## src/rtl/store_unit.sv

```systemverilog
// store_unit: write side of the data memory path.
// Takes SB/SH/SW store requests from the execute stage and issues
// word-aligned, byte-enabled write beats on the data memory bus.
// A store that crosses a word boundary is issued as two beats. Each
// accepted request ends with exactly one st_done or one st_err pulse.
//
// Ports:
//   clk, rst            clock and synchronous active-high reset
//   st_valid/st_ready   request handshake; ready only while idle
//   st_funct3           000=SB, 001=SH, 010=SW, anything else is illegal
//   st_addr, st_data    byte address and store data (low bytes used)
//   mem_req/mem_gnt     write beat handshake; mem_we mirrors mem_req
//   mem_addr            word-aligned beat address
//   mem_wdata, mem_be   lane-positioned write data and byte enables
//   st_done, st_err     one-cycle completion / error pulses
module store_unit #(
  parameter bit ALLOW_MISALIGNED = 1'b1
) (
  input  logic        clk,
  input  logic        rst,
  input  logic        st_valid,
  output logic        st_ready,
  input  logic [2:0]  st_funct3,
  input  logic [31:0] st_addr,
  input  logic [31:0] st_data,
  output logic        mem_req,
  input  logic        mem_gnt,
  output logic        mem_we,
  output logic [31:0] mem_addr,
  output logic [31:0] mem_wdata,
  output logic [3:0]  mem_be,
  output logic        st_done,
  output logic        st_err
);

  typedef enum logic [2:0] {
    IDLE  = 3'd0,
    BEAT0 = 3'd1,
    BEAT1 = 3'd2,
    RESP  = 3'd3,
    ERR   = 3'd4
  } state_t;

  state_t state_r;
  state_t state_next_s;

  // Second-beat information captured at accept time. The first beat is
  // presented straight from the request, so only the upper half is kept.
  logic [29:0] base_r;
  logic [3:0]  be_hi_r;
  logic [31:0] wd_hi_r;

  logic [3:0]  mask_s;
  logic [31:0] mdata_s;
  logic        legal_s;
  logic        misaligned_s;
  logic        reject_s;
  logic [1:0]  off_s;
  logic [7:0]  be8_s;
  logic [63:0] d64_s;
  logic        latch_s;

  logic        req_next_s;
  logic [31:0] addr_next_s;
  logic [31:0] wdata_next_s;
  logic [3:0]  be_next_s;
  logic        done_next_s;
  logic        err_next_s;
  logic        ready_next_s;

  assign off_s = st_addr[1:0];

  // Size decode: byte mask, zero-extended store data and legality.
  always_comb begin
    mask_s       = 4'b0000;
    mdata_s      = 32'd0;
    legal_s      = 1'b0;
    misaligned_s = 1'b0;
    case (st_funct3)
      3'b000: begin
        mask_s  = 4'b0001;
        mdata_s = {24'd0, st_data[7:0]};
        legal_s = 1'b1;
      end
      3'b001: begin
        mask_s       = 4'b0011;
        mdata_s      = {16'd0, st_data[15:0]};
        legal_s      = 1'b1;
        misaligned_s = st_addr[0];
      end
      3'b010: begin
        mask_s       = 4'b1111;
        mdata_s      = st_data;
        legal_s      = 1'b1;
        misaligned_s = (off_s != 2'b00);
      end
      default: begin
        mask_s       = 4'b0000;
        mdata_s      = 32'd0;
        legal_s      = 1'b0;
        misaligned_s = 1'b0;
      end
    endcase
  end

  // Shifting across an 8-lane / 64-bit window places any bytes that
  // spill past the word boundary into the upper half, i.e. the second beat.
  assign be8_s    = {4'b0000, mask_s} << off_s;
  assign d64_s    = {32'd0, mdata_s} << {off_s, 3'b000};
  assign reject_s = !legal_s || ((ALLOW_MISALIGNED == 1'b0) && misaligned_s);

  // State register.
  always_ff @(posedge clk) begin
    if (rst) begin
      state_r <= IDLE;
    end else begin
      state_r <= state_next_s;
    end
  end

  // Next-state and next-output decode; outputs are registered below so the
  // bus sees glitch-free values that stay put until the grant.
  always_comb begin
    state_next_s = state_r;
    req_next_s   = 1'b0;
    addr_next_s  = 32'd0;
    wdata_next_s = 32'd0;
    be_next_s    = 4'b0000;
    done_next_s  = 1'b0;
    err_next_s   = 1'b0;
    ready_next_s = 1'b0;
    latch_s      = 1'b0;
    case (state_r)
      IDLE: begin
        if (st_valid) begin
          latch_s = 1'b1;
          if (reject_s) begin
            state_next_s = ERR;
            err_next_s   = 1'b1;
          end else begin
            state_next_s = BEAT0;
            req_next_s   = 1'b1;
            addr_next_s  = {st_addr[31:2], 2'b00};
            wdata_next_s = d64_s[31:0];
            be_next_s    = be8_s[3:0];
          end
        end else begin
          ready_next_s = 1'b1;
        end
      end
      BEAT0: begin
        if (mem_gnt) begin
          if (be_hi_r != 4'b0000) begin
            state_next_s = BEAT1;
            req_next_s   = 1'b1;
            addr_next_s  = {base_r + 30'd1, 2'b00};
            wdata_next_s = wd_hi_r;
            be_next_s    = be_hi_r;
          end else begin
            state_next_s = RESP;
            done_next_s  = 1'b1;
          end
        end else begin
          req_next_s   = 1'b1;
          addr_next_s  = mem_addr;
          wdata_next_s = mem_wdata;
          be_next_s    = mem_be;
        end
      end
      BEAT1: begin
        if (mem_gnt) begin
          state_next_s = RESP;
          done_next_s  = 1'b1;
        end else begin
          req_next_s   = 1'b1;
          addr_next_s  = mem_addr;
          wdata_next_s = mem_wdata;
          be_next_s    = mem_be;
        end
      end
      RESP: begin
        state_next_s = IDLE;
        ready_next_s = 1'b1;
      end
      ERR: begin
        state_next_s = IDLE;
        ready_next_s = 1'b1;
      end
      default: begin
        state_next_s = IDLE;
        ready_next_s = 1'b1;
      end
    endcase
  end

  // Registered bus and response outputs.
  always_ff @(posedge clk) begin
    if (rst) begin
      st_ready  <= 1'b1;
      mem_req   <= 1'b0;
      mem_addr  <= 32'd0;
      mem_wdata <= 32'd0;
      mem_be    <= 4'b0000;
      st_done   <= 1'b0;
      st_err    <= 1'b0;
    end else begin
      st_ready  <= ready_next_s;
      mem_req   <= req_next_s;
      mem_addr  <= addr_next_s;
      mem_wdata <= wdata_next_s;
      mem_be    <= be_next_s;
      st_done   <= done_next_s;
      st_err    <= err_next_s;
    end
  end

  // Second-beat capture at accept time.
  always_ff @(posedge clk) begin
    if (rst) begin
      base_r  <= 30'd0;
      be_hi_r <= 4'b0000;
      wd_hi_r <= 32'd0;
    end else if (latch_s) begin
      base_r  <= st_addr[31:2];
      be_hi_r <= be8_s[7:4];
      wd_hi_r <= d64_s[63:32];
    end else begin
      base_r  <= base_r;
      be_hi_r <= be_hi_r;
      wd_hi_r <= wd_hi_r;
    end
  end

  assign mem_we = mem_req;

endmodule

```

## config.mk

```make
export PLATFORM = sky130hd
export DESIGN_NAME = store_unit
export DESIGN_NICKNAME = d
export VERILOG_FILES = /design/src/rtl/store_unit.sv
export SDC_FILE = /design/constraint.sdc
export NUM_CORES = 1
export LEC_CHECK = 0
export ABC_AREA = 0
export CORE_MARGIN = 2
export CORE_UTILIZATION = 45
export CTS_CLUSTER_DIAMETER = 50
export CTS_CLUSTER_SIZE = 24
export DETAILED_ROUTE_END_ITERATION = 8
export PLACE_DENSITY = 0.79
export SLEW_MARGIN = 15
export SYNTH_ARGS = -nofsm -noshare
export SYNTH_HDL_FRONTEND = slang
export SYNTH_SLANG_ARGS = --single-unit
export TNS_END_PERCENT = 1
```

## constraint.sdc

```tcl
create_clock -name clk -period 1.88 [get_ports clk]
set_input_delay 0.188 -clock clk [delete_from_list [all_inputs] [get_ports clk]]
set_output_delay 0.188 -clock clk [all_outputs]
set_load 0.01 [all_outputs]
```

==> flow_summary.ini <==
[run_status]
outcome = completed

[global_route]
grtUsageMet1_pct = 36.5
grtUsageMet2_pct = 40.3
grt-ovfl-total = 0
grt_usage_pct = 26.4
grt_pass1_vias = 5902
grt_pass1_wl_um = 30500
grt_max_degree = 45
gr-usage-met3_pct = 4.95
antenna_found_initial = 0
grt-busiest-layer = met2

[detailed_routing]
ant_nets = 0
vias = 6550
wire_per_inst_um = 17.8
dr.pass1.iters = 9
drc = 0
via_per_inst = 5.91
wirelength_um = 19700
dr.first_iter.drc_count = 701

[critical_path]
critical_path_class = flop to flop
slowest_delay_ns = 0.42
cp_slowest_cell = or4_1
reg2reg_to = mem_addr[26]$_SDFFE_PP0P_
endpoint_kind = flop
crit_family = simple AND/OR/NAND/NOR gates
arrival_ns = 2.21
rr_worst_depth = 6
startpoint_type = flop
crit_chain = and4_1 > nand4_1 > buf_4 > or4_1 > a21o_1 > a21oi_2
r2r_setup_slack_ns = 0.02
timing.rr.start = base_r[10]$_SDFFE_PP0P_
crit_path_max_fanout = 16
critPathRequiredTime_ns = 2.23
critical_path_buf_inv_count = 1

[clock_tree]
clock-sinks = 130
clk_pin_slew_ns = 0.05
post-cts-setup-buffers = 0
clkLatencyLatePin_ns = 0.42
cts_max_level = 4
cts_tree = built
clk_path_buf_depth = 2
cts_buffers = 17
clockRootBuffer = clkbuf_16

[timing]
drv_slew = 0
min_period_over_period_pct = 98.7
finalCriticalPeriod_ns = 1.86
grt_setup_unrepaired = yes
fmax_mhz = 539
setup_ws_ns = 0.0246
setup_viol = 0
fin_skew_ns = 0.00703
hold_violations = 0

[die]
start_util_pct = 46.2
die-area_um2 = 14500
core_um2 = 13200
std_cell_rows = 42
die_x_um = 121
die_h_um = 121
io_pins = 144

[power_and_ir_drop]
p_seq_share_pct = 36.9
leakage_uw = 0.00313
switching_share_pct = 30.8
p_comb_share_pct = 25.9
p_int_uw = 5820
clockPowerShare_pct = 37.2
p_per_area_nw_per_um2 = 955
power_uw = 8410
max-vdd-ir-drop_uv = 760
p_sw_uw = 2590

[place]
portBuffers = 141
gp_congestion = 0.946
dpl_cell_area_um2 = 8160
post-place-ws_ns = -0.375
dpl.hpwl_um = 14000

[logic_synthesis]
ys_types = 60
synth_area_per_cell_um2 = 8.20
syn_inst = 745
async_reset_ff_share_pct = 0
synth_seq_cells = 130
yosysSeqAreaShare_pct = 42.6
synth_ff_type = dfxtp_1
synth_edf_count = 0
yosysWarningCount = 0
synth_area_um2 = 6110

[cells_and_area]
n_antenna_cell = 0
syn_to_final_growth_pct = 44.0
ff_latch_area_um2 = 2610
post-route-cell-area_um2 = 8800
fin_nets = 992
fill_cells = 1044
multi_input_area_um2 = 3300
layout-drive-gt1-share_pct = 15.8

[hold_path]
min-delay-start = rst
whs_endpoint = mem_addr[26]$_SDFFE_PP0P_
hold_path_class = input port to flop
holdPathStages = 4

[run]
cap_violations = 0
[worst max-delay path by stage]
stage | start | endpoint | slack, ns | cells after the start
floorplan | base_r[22]$_SDFFE_PP0P_ | mem_addr[26]$_SDFFE_PP0P_ | -0.05 | 6
global placement | st_valid | wd_hi_r[2]$_SDFFE_PP0P_ | -0.30 | 7
detailed placement | st_valid | wd_hi_r[7]$_SDFFE_PP0P_ | -0.38 | 7
CTS | base_r[23]$_SDFFE_PP0P_ | mem_addr[28]$_SDFFE_PP0P_ | 0.006 | 6
global route | base_r[19]$_SDFFE_PP0P_ | mem_addr[26]$_SDFFE_PP0P_ | -0.05 | 5
finish | base_r[10]$_SDFFE_PP0P_ | mem_addr[26]$_SDFFE_PP0P_ | 0.02 | 6
[kinds of logic (layout without fill, tap and decap cells)]
logic type / Yosys count / count (layout) / synth area share, %
AND/OR/NAND/NOR: 256 / 256 / 19.5
AO/OA/AOI/OAI: 244 / 244 / 27.2
flip-flops: 130 / 130 / 42.6
buffers and inverters: 77 / 264 / 5.02
XOR/XNOR: 27 / 27 / 3.87
multiplexers: 9 / 9 / 1.49
adder cells (fa/ha/maj): 1 / 1 / 0.205
other: 1 / 2 / 0.0614
[state kept, by name (all words and copies together), names as in the netlist]
register	cells
wd_hi_r	24
state_r	3
st_ready	1
mem_req	1
mem_addr	30
be_hi_r	3
base_r	30
st_done	1
st_err	1
mem_be	4
mem_wdata	32
[worst min-delay path, stage by stage]
cell and delay (ns):
buf_2 0.12, inv_1 0.12, nand2_1 0.11, a21oi_2 0.06
[area by class of cell]
cell class	instances	area share, %
Timing Repair Buffer	226	23.7
Tap cell	176	2.50
Clock buffer	22	5.50
Inverter	6	0.256
Sequential cell	130	29.7
Multi-Input combinational cell	539	37.5
Clock inverter	10	0.938
[power by group through the flow]
stage                     clock [µW]  combinational, µW  sequential, µW
after detailed placement           0               2110            3150
after global routing            3270               2320            3130
after CTS                       3140               2140            3100
after floorplan                    0               1110            3180
final                           3120               2180            3110
after global placement             0               2080            3150
[cells in the mapped netlist, types with 3 or more instances]
| library cell | count | area share [%] |
|---|---|---|
| inv_1 | 6 | 0.37 |
| o21ai_0 | 19 | 1.6 |
| o31a_1 | 3 | 0.43 |
| and3_1 | 5 | 0.51 |
| nor2b_1 | 3 | 0.31 |
| xor2_1 | 8 | 1.1 |
| o22ai_1 | 6 | 0.61 |
| a21oi_1 | 55 | 4.5 |
| a222oi_1 | 10 | 1.6 |
| o21ai_1 | 29 | 2.4 |
| o32ai_1 | 4 | 0.57 |
| nor3_1 | 9 | 0.74 |
| a32oi_1 | 23 | 3.3 |
| nor2_1 | 57 | 3.5 |
| dfxtp_1 | 130 | 43 |
| nand4_1 | 6 | 0.61 |
| a21o_1 | 3 | 0.37 |
| a22o_1 | 15 | 2.1 |
| clkbuf_1 | 61 | 3.7 |
| buf_2 | 5 | 0.41 |
| a211oi_1 | 4 | 0.49 |
| nor4_1 | 12 | 1.2 |
| nand2_1 | 122 | 7.5 |
| xnor2_1 | 19 | 2.7 |
| a31oi_1 | 6 | 0.61 |
| mux2i_1 | 8 | 1.3 |
| nand3_1 | 14 | 1.1 |
| and4_1 | 4 | 0.57 |
| a22oi_1 | 49 | 6.0 |
| buf_4 | 3 | 0.37 |
| a221o_1 | 6 | 0.98 |
[through the flow]
step	instances	setup TNS (ns)	util [%]	hold slack [ns]
global placement	1077	-17.84	61.6	0.433
CTS	1109	0	66.0	0.199
detailed placement	1077	-21.51	61.6	0.440
global route	1109	-0.151	66.5	0.250
finish	1109	0	66.5	0.227
floorplan	746	-0.0651	-	0.280
[metal layers]
layer  vias up  routed length (µm)
li1       3080                   -
met1      3081                8520
met2       340                8980
met3        49                1620
met4         0                 621
met5         -                   0
[layout by cell type, fill, tap and decap left out, types with 4 or more instances in the layout]
| cell type | netlist | final |
|---|---|---|
| mux2i_1 | 8 | 8 |
| o21ai_0 | 19 | 19 |
| nor4_2 | 2 | 4 |
| buf_4 | 3 | 81 |
| nor3_1 | 9 | 8 |
| a222oi_1 | 10 | 10 |
| and3_1 | 5 | 5 |
| a22oi_1 | 49 | 49 |
| a221o_1 | 6 | 6 |
| clkinv_2 | 0 | 6 |
| nor4_1 | 12 | 8 |
| nand3_1 | 14 | 14 |
| dfxtp_1 | 130 | 123 |
| and4_1 | 4 | 4 |
| inv_1 | 6 | 6 |
| o21ai_1 | 29 | 29 |
| nand4_1 | 6 | 6 |
| a21oi_1 | 55 | 54 |
| a31oi_1 | 6 | 6 |
| nor2_1 | 57 | 56 |
| o32ai_1 | 4 | 4 |
| nand2_1 | 122 | 121 |
| xnor2_1 | 19 | 19 |
| clkbuf_8 | 0 | 4 |
| xor2_1 | 8 | 8 |
| o22ai_1 | 6 | 6 |
| dfxtp_2 | 0 | 7 |
| a32oi_1 | 23 | 23 |
| clkbuf_16 | 0 | 17 |
| a22o_1 | 15 | 15 |
| clkdlybuf4s50_1 | 0 | 140 |
| a211oi_1 | 4 | 4 |
[timing repair]
action                     in CTS  in global routing
pin swaps                       2                  7
hold buffers                    0                  0
setup endpoints to repair      37                 29
gates resized for setup         3                 15
No activity file was read; power rests on OpenSTA's default activity.
